## src/rtl/instr_fetch.sv

```systemverilog
`default_nettype none
// ============================================================================
// Module   : instr_fetch
// Brief    : Single-outstanding instruction fetch unit with a small {pc, inst}
//            buffer, redirect handling and in-flight response discard.
// Revision : 1.0 - initial release
// ============================================================================
module instr_fetch #(
    parameter logic [31:0] RESET_PC  = 32'h0000_0000,
    parameter int          BUF_DEPTH = 2
) (
    input  logic        clk,
    input  logic        rst,
    output logic        imem_req,
    output logic [31:0] imem_addr,
    input  logic        imem_ack,
    input  logic [31:0] imem_rdata,
    input  logic        redirect,
    input  logic [31:0] redirect_pc,
    output logic        inst_valid,
    input  logic        inst_ready,
    output logic [31:0] inst,
    output logic [31:0] inst_pc
);

    localparam int          AW      = $clog2(BUF_DEPTH);
    localparam logic [AW:0] C_DEPTH = (AW+1)'(BUF_DEPTH);
    localparam logic [31:0] C_NOP   = 32'h0000_0013;

    typedef enum logic [1:0] {
        IDLE = 2'd0,
        WAIT = 2'd1,
        DROP = 2'd2
    } state_t;

    state_t        r_state;
    state_t        w_state_nxt;
    logic [31:0]   r_fetch_pc;
    logic [31:0]   r_pc_mem   [BUF_DEPTH];
    logic [31:0]   r_inst_mem [BUF_DEPTH];
    logic [AW-1:0] r_wptr;
    logic [AW-1:0] r_rptr;
    logic [AW:0]   r_count;
    logic          w_issue;
    logic          w_push;
    logic          w_pop;

    always_ff @(posedge clk or posedge rst) begin
        if (rst) begin
            r_state <= IDLE;
        end else begin
            r_state <= w_state_nxt;
        end
    end

    // A request is only issued when a buffer slot is free, so the slot is
    // effectively reserved for the whole time the request is outstanding.
    always_comb begin
        w_state_nxt = r_state;
        w_issue     = 1'b0;
        w_push      = 1'b0;
        case (r_state)
            IDLE: begin
                if (!redirect && (r_count < C_DEPTH)) begin
                    w_issue     = 1'b1;
                    w_state_nxt = WAIT;
                end
            end
            WAIT: begin
                if (redirect) begin
                    w_state_nxt = imem_ack ? IDLE : DROP;
                end else if (imem_ack) begin
                    w_push      = 1'b1;
                    w_state_nxt = IDLE;
                end
            end
            DROP: begin
                if (imem_ack) begin
                    w_state_nxt = IDLE;
                end
            end
            default: w_state_nxt = IDLE;
        endcase
    end

    assign w_pop = (r_count != '0) && inst_ready && !redirect;

    always_ff @(posedge clk or posedge rst) begin
        if (rst) begin
            r_fetch_pc <= RESET_PC;
            r_wptr     <= '0;
            r_rptr     <= '0;
            r_count    <= '0;
        end else if (redirect) begin
            r_fetch_pc <= redirect_pc & 32'hFFFF_FFFC;
            r_wptr     <= '0;
            r_rptr     <= '0;
            r_count    <= '0;
        end else begin
            if (w_push) begin
                r_fetch_pc <= r_fetch_pc + 32'd4;
                r_wptr     <= r_wptr + AW'(1);
            end
            if (w_pop) begin
                r_rptr <= r_rptr + AW'(1);
            end
            case ({w_push, w_pop})
                2'b10:   r_count <= r_count + (AW+1)'(1);
                2'b01:   r_count <= r_count - (AW+1)'(1);
                default: r_count <= r_count;
            endcase
        end
    end

    always_ff @(posedge clk) begin
        if (w_push) begin
            r_pc_mem[r_wptr]   <= r_fetch_pc;
            r_inst_mem[r_wptr] <= imem_rdata;
        end
    end

    assign imem_req   = w_issue && !rst;
    assign imem_addr  = r_fetch_pc;
    assign inst_valid = (r_count != '0);
    assign inst       = inst_valid ? r_inst_mem[r_rptr] : C_NOP;
    assign inst_pc    = inst_valid ? r_pc_mem[r_rptr]   : 32'h0000_0000;

endmodule
`default_nettype wire

```

## config.mk

```make
export PLATFORM = sky130hd
export DESIGN_NAME = instr_fetch
export DESIGN_NICKNAME = d
export VERILOG_FILES = /design/src/rtl/instr_fetch.sv
export SDC_FILE = /design/constraint.sdc
export NUM_CORES = 1
export LEC_CHECK = 0
export CAP_MARGIN = 40
export CORE_MARGIN = 4
export CORE_UTILIZATION = 50
export DETAILED_ROUTE_END_ITERATION = 10
export GPL_ROUTABILITY_DRIVEN = 0
export HOLD_SLACK_MARGIN = 0.08
export PLACE_DENSITY = 0.8
export REMOVE_ABC_BUFFERS = 1
export SYNTH_ARGS = -nofsm -noshare
export SYNTH_HDL_FRONTEND = slang
export SYNTH_SLANG_ARGS = --single-unit
```

## constraint.sdc

```tcl
create_clock -name clk -period 6.5 [get_ports clk]
set_input_delay 1.3 -clock clk [delete_from_list [all_inputs] [get_ports clk]]
set_output_delay 1.3 -clock clk [all_outputs]
set_load 0.01 [all_outputs]
```

### Word level (Yosys, flattened, before mapping)

Memory sizes are Yosys's and may differ from the RTL's.
Index checks and enable logic that the tools add are counted.
Widths: inputs -> output; s select.

| operators by class | value |
|---|---|
| add/sub/neg operators | 5 |
| multipliers | 0 |
| div/mod/pow operators | 0 |
| order comparisons | 1 |
| equal/unequal tests | 5 |
| shifts and indexed selects | 0 |
| muxes and demuxes | 22 |
| bitwise operators | 0 |
| reduce and logical (&&, ||, !) cells | 11 |

Operators with widths:

| operator | number |
|---|---|
| $mux 32 | 4 |
| $add 32x3->32 const B | 1 |
| $mux 1 | 11 |
| $mux 2 | 5 |
| $pmux 2 s3 | 1 |
| $reduce_bool 2->1 | 3 |
| $eq 2x1->1 const B | 2 |
| $eq 2x2->1 const B | 2 |
| $logic_and 1x1->1 | 4 |
| $pmux 2 s2 | 1 |
| $reduce_bool 3->1 | 1 |
| $add 1x1->1 const B | 2 |
| $add 2x1->2 const B | 1 |
| $logic_not 1->1 | 2 |
| $logic_not 2->1 | 1 |
| $lt 2x2->1 const B | 1 |
| $ne 2x2->1 const B | 1 |
| $sub 2x1->2 const B | 1 |

| word-level totals | value |
|---|---|
| flip-flop bits (word level) | 38 |
| latch bits | 0 |
| bits in writable memories | 128 |
| memory bits (read-only) | 0 |
| output and inout port bits | 98 |
| word-level logic and storage cells | 51 |
| memories | 2 |

Memory list:

| memory | words | bits a word | read ports | clocked after Yosys merged registers in | wr ports | line | source |
|---|---|---|---|---|---|---|---|
| r_inst_mem | 2 | 32 | 1 | 0 | 1 | 40 | `logic [31:0] r_inst_mem [BUF_DEPTH];` |
| r_pc_mem | 2 | 32 | 1 | 0 | 1 | 39 | `logic [31:0] r_pc_mem [BUF_DEPTH];` |

### Logic depth before layout (Yosys ltp)

| logic depth | value |
|---|---|
| depth in word-level cells | 6 |
| depth in mapped cells | 6 |
| depth with buffers taken out | 5 |

### Worst setup path after synthesis

OpenSTA, ideal clock, no wires.

| timing | value |
|---|---|
| path type | input -> register |
| from | input redirect |
| to | memory r_inst_mem[0][0], enable pin |
| setup time | 0.558 ns |
| arrival time | 6.185 ns |
| required time | 5.942 ns |
| path slack | -0.243 ns |
| cell stages on the path | 4 |
| buffers on the path | 3 |
| path through | clkbuf_1 clkbuf_1 clkbuf_1 nor3_1 |

| on the way | value |
|---|---|
| cells in the longest elaborated chain, start to end | 4 |

RTL lines:

| item | line | source |
|---|---|---|
| start, declared | 18 | `input logic redirect,` |
| $mux 1 | 70 | `if (redirect) begin` |
| $mux 1 | 62 | `case (r_state)` |
| $mux 1 | 116 | `if (w_push) begin` |
| $mux 1 (not written as such) | 118 | `r_inst_mem[r_wptr] <= imem_rdata;` |
| end, declared | 40 |  |

Every way passes these cells.

### Worst setup path after layout

| timing | value |
|---|---|
| from | input redirect |
| to | output imem_req |

| on the way | value |
|---|---|
| cells in the longest elaborated chain, start to end | 5 |

RTL lines:

| item | line | source |
|---|---|---|
| $logic_not 1->1 | 64 | `if (!redirect && (r_count < C_DEPTH)) begin` |
| $logic_and 1x1->1 | 64 |  |
| $mux 1 | 64 |  |
| $mux 1 | 62 |  |
| $logic_and 1x1->1 | 122 | `assign imem_req = w_issue && !rst;` |
| end, declared | 14 | `output logic imem_req,` |

Every way passes these cells.

==> impl_metrics.tcl <==
set metrics [dict create \
    die_y_um 125 \
    drt_pass1_iterations 5 \
    gr-usage-met1 0.263 \
    clock_path_buffers 2 \
    holdBufCountCts 0 \
    drive_above_1_share 0.0715 \
    insertedDiodeCount 0 \
    synth_common_cells "124 x edfxtp_1, 80 x nor2_1, 64 x mux2i_1" \
    grt.overflow.total 0 \
    cts_sinks 160 \
    irDropWorstVdd_mv 0.171 \
    rsz0062_at_grt "false" \
    end_kind "output pin" \
    combPwrFrac 0.107 \
    io_buffers 160 \
    ys_warn_count 0 \
    grt.busiest_layer "met2" \
    cp-start-kind "input port" \
    synth_area_um2 6840 \
    switching_power_mw 0.550 \
    hold_violations 0 \
    dp.cells 829 \
    crit_required_ns 5.20 \
    hold_slack_ns 0.554 \
    seq_power_share 0.501 \
    vias_per_cell 5.46 \
    clkPwrFrac 0.392 \
    grt_pass1_wl_mm 24.9 \
    grtUsageTotal 0.203 \
    core-area_um2 13300 \
    via_count 4698 \
    maxSlewHeadroom 0.528 \
    post-cts-setup-buffers 0 \
    yosys.area.top_type "edfxtp_1" \
    postLayoutCoreUtil 0.693 \
    min_period_ns 4.46 \
    crit_type "in -> out" \
    use_met2 0.329 \
    switching_share 0.229 \
    worstMarginPinSlew_ns 0.703 \
    setup_slack_ns 2.04 \
    synth_top_cell_area_share 0.545 \
    fin_nets 742 \
    ys_seq_area_frac 0.676 \
    antenna_found_initial 0 \
    drt-wirelength-per-cell_um 18.2 \
    h-tree-depth 4 \
    detail-route-antenna-nets 0 \
    root_buffer "clkbuf_16" \
    fin_crit_sh 0.686 \
    yosysMostFrequentCell "edfxtp_1" \
    syn_to_final_growth_pct 34.7 \
    yosys-top-cells-area "edfxtp_1 54%, dfrtp_1 13%, mux2i_1 9.4%" \
    fin_setup_tns_ns 0 \
    synth-seq-cells 160 \
    drc_errors 0 \
    drtIter0Drc 424 \
    use_met3 0.0567 \
    netlist_instances 513 \
    wirelength_mm 15.7 \
    p_leak_nw 3.05 \
    drv_cap 0 \
    synth_ff_type "edfxtp_1" \
    rows 42 \
    max_freq_ghz 0.224 \
    drv_slew 0 \
    grt_max_degree 50 \
    p_per_area_nw_per_um2 261 \
    syn_area_per_cell_um2 13.3 \
    insertion_delay_ns 0.42 \
    first_global_vias 4822 \
    die_w_um 125 \
    placed_area_um2 8660 \
    synth-async-reset-ratio 0.225 \
    finClkSkew_ns 0.00517 \
    status "completed" \
    cts_tree "done" \
    start_util 0.514 \
    p_int_mw 1.85 \
    ys_types 47 \
    arrival_ns 3.16 \
    final_area_um2 9210 \
    io_pins 167 \
    clkTransAtPathRegs_ns 0.06 \
    final-setup-viol-count 0 \
    fin_cells 861 \
    cts_resized 0 \
    cp_max_fo 48 \
    place_hpwl_mm 10.3 \
    die_area_um2 15600 \
    worstHoldPathType "reg -> reg" \
    cts_buffers 17 \
    synth_edf_count 124 \
    p_total_mw 2.40 \
    place_ws_ns 2.06 \
]
## power groups by stage
stage	clock [mW]	sequential [mW]	combinational, mW
5_1_grt	1.00	1.21	0.279
2_1_floorplan	0	1.22	0.100
3_5_place_dp	0	1.22	0.258
6_report	0.941	1.20	0.258
3_3_place_gp	0	1.22	0.245
4_1_cts	0.954	1.20	0.260
## worst max-delay path, stage by stage
cell             delay [ns]
clkdlybuf4s50_1        0.41
buf_4                  0.27
or4_1                  0.52
nor2_1                 0.10
clkdlybuf4s50_1        0.54
## routing by layer
| metal | share of wire | routed length [um] |
|---|---|---|
| met1 | 0.44 | 6850 |
| met2 | 0.49 | 7670 |
| met3 | 0.060 | 944 |
| met4 | 0.016 | 246 |
| met5 | 0 | 0 |
## placed cells by master (no fill, tap or decap), types with 5 or more instances in the layout
| cell type | count |
|---|---|
| a31oi_1 | 12 |
| clkbuf_16 | 17 |
| clkdlybuf4s50_1 | 160 |
| clkinv_2 | 5 |
| dfrtp_1 | 35 |
| edfxtp_1 | 124 |
| mux2i_1 | 64 |
| nand2_1 | 29 |
| nand3_1 | 17 |
| nand4_1 | 11 |
| nor2_1 | 79 |
| nor4_1 | 5 |
| o21ai_0 | 17 |
| o31ai_1 | 9 |
| or3_1 | 5 |
| or4_1 | 11 |
| xnor2_1 | 11 |
| xor2_1 | 5 |
## cell type report
cell class	count	area [um2]
flip-flops and latches	160	4630
fillers	914	4080
multi-input cells	321	2080
repair buffers	168	1710
clock buffers	21	440
well taps	176	220
clock inverters	11	116
inverters	4	15.0
## sequential cells by signal, indices dropped and copies added, names as in the netlist
signal,flops
r_state,2
r_wptr,1
imem_addr,30
r_rptr,1
r_count,2
r_pc_mem,60
r_inst_mem,64
## kinds of logic (layout without fill, tap and decap cells)
kind of cell               after synthesis  in the layout  synth area share
adders and majority gates                1              1           0.00183
xor gates and xnor gates                16             16            0.0205
AOI/OAI and AO/OA                       47             47            0.0437
DFF                                    160            160             0.676
and+or+nand+nor                        187            187             0.137
buffers and inverters                   35            204            0.0229
other                                    1              4          0.000548
muxes                                   66             66            0.0970
## final timing paths
kind                            endpoint  slack (ns)  cells past startpoint  startpoint
max                             imem_req        2.04                      5    redirect
min                           r_state[0]        0.55                      1  r_state[1]
max reg2reg                imem_addr[29]        4.14                      4  r_state[0]
min reg2reg                   r_state[0]        0.55                      1  r_state[1]
max in group asynchronous         r_rptr        4.80                      3         rst
min in group asynchronous     r_state[1]        1.33                      3         rst
(Power assumes the default switching activity.)
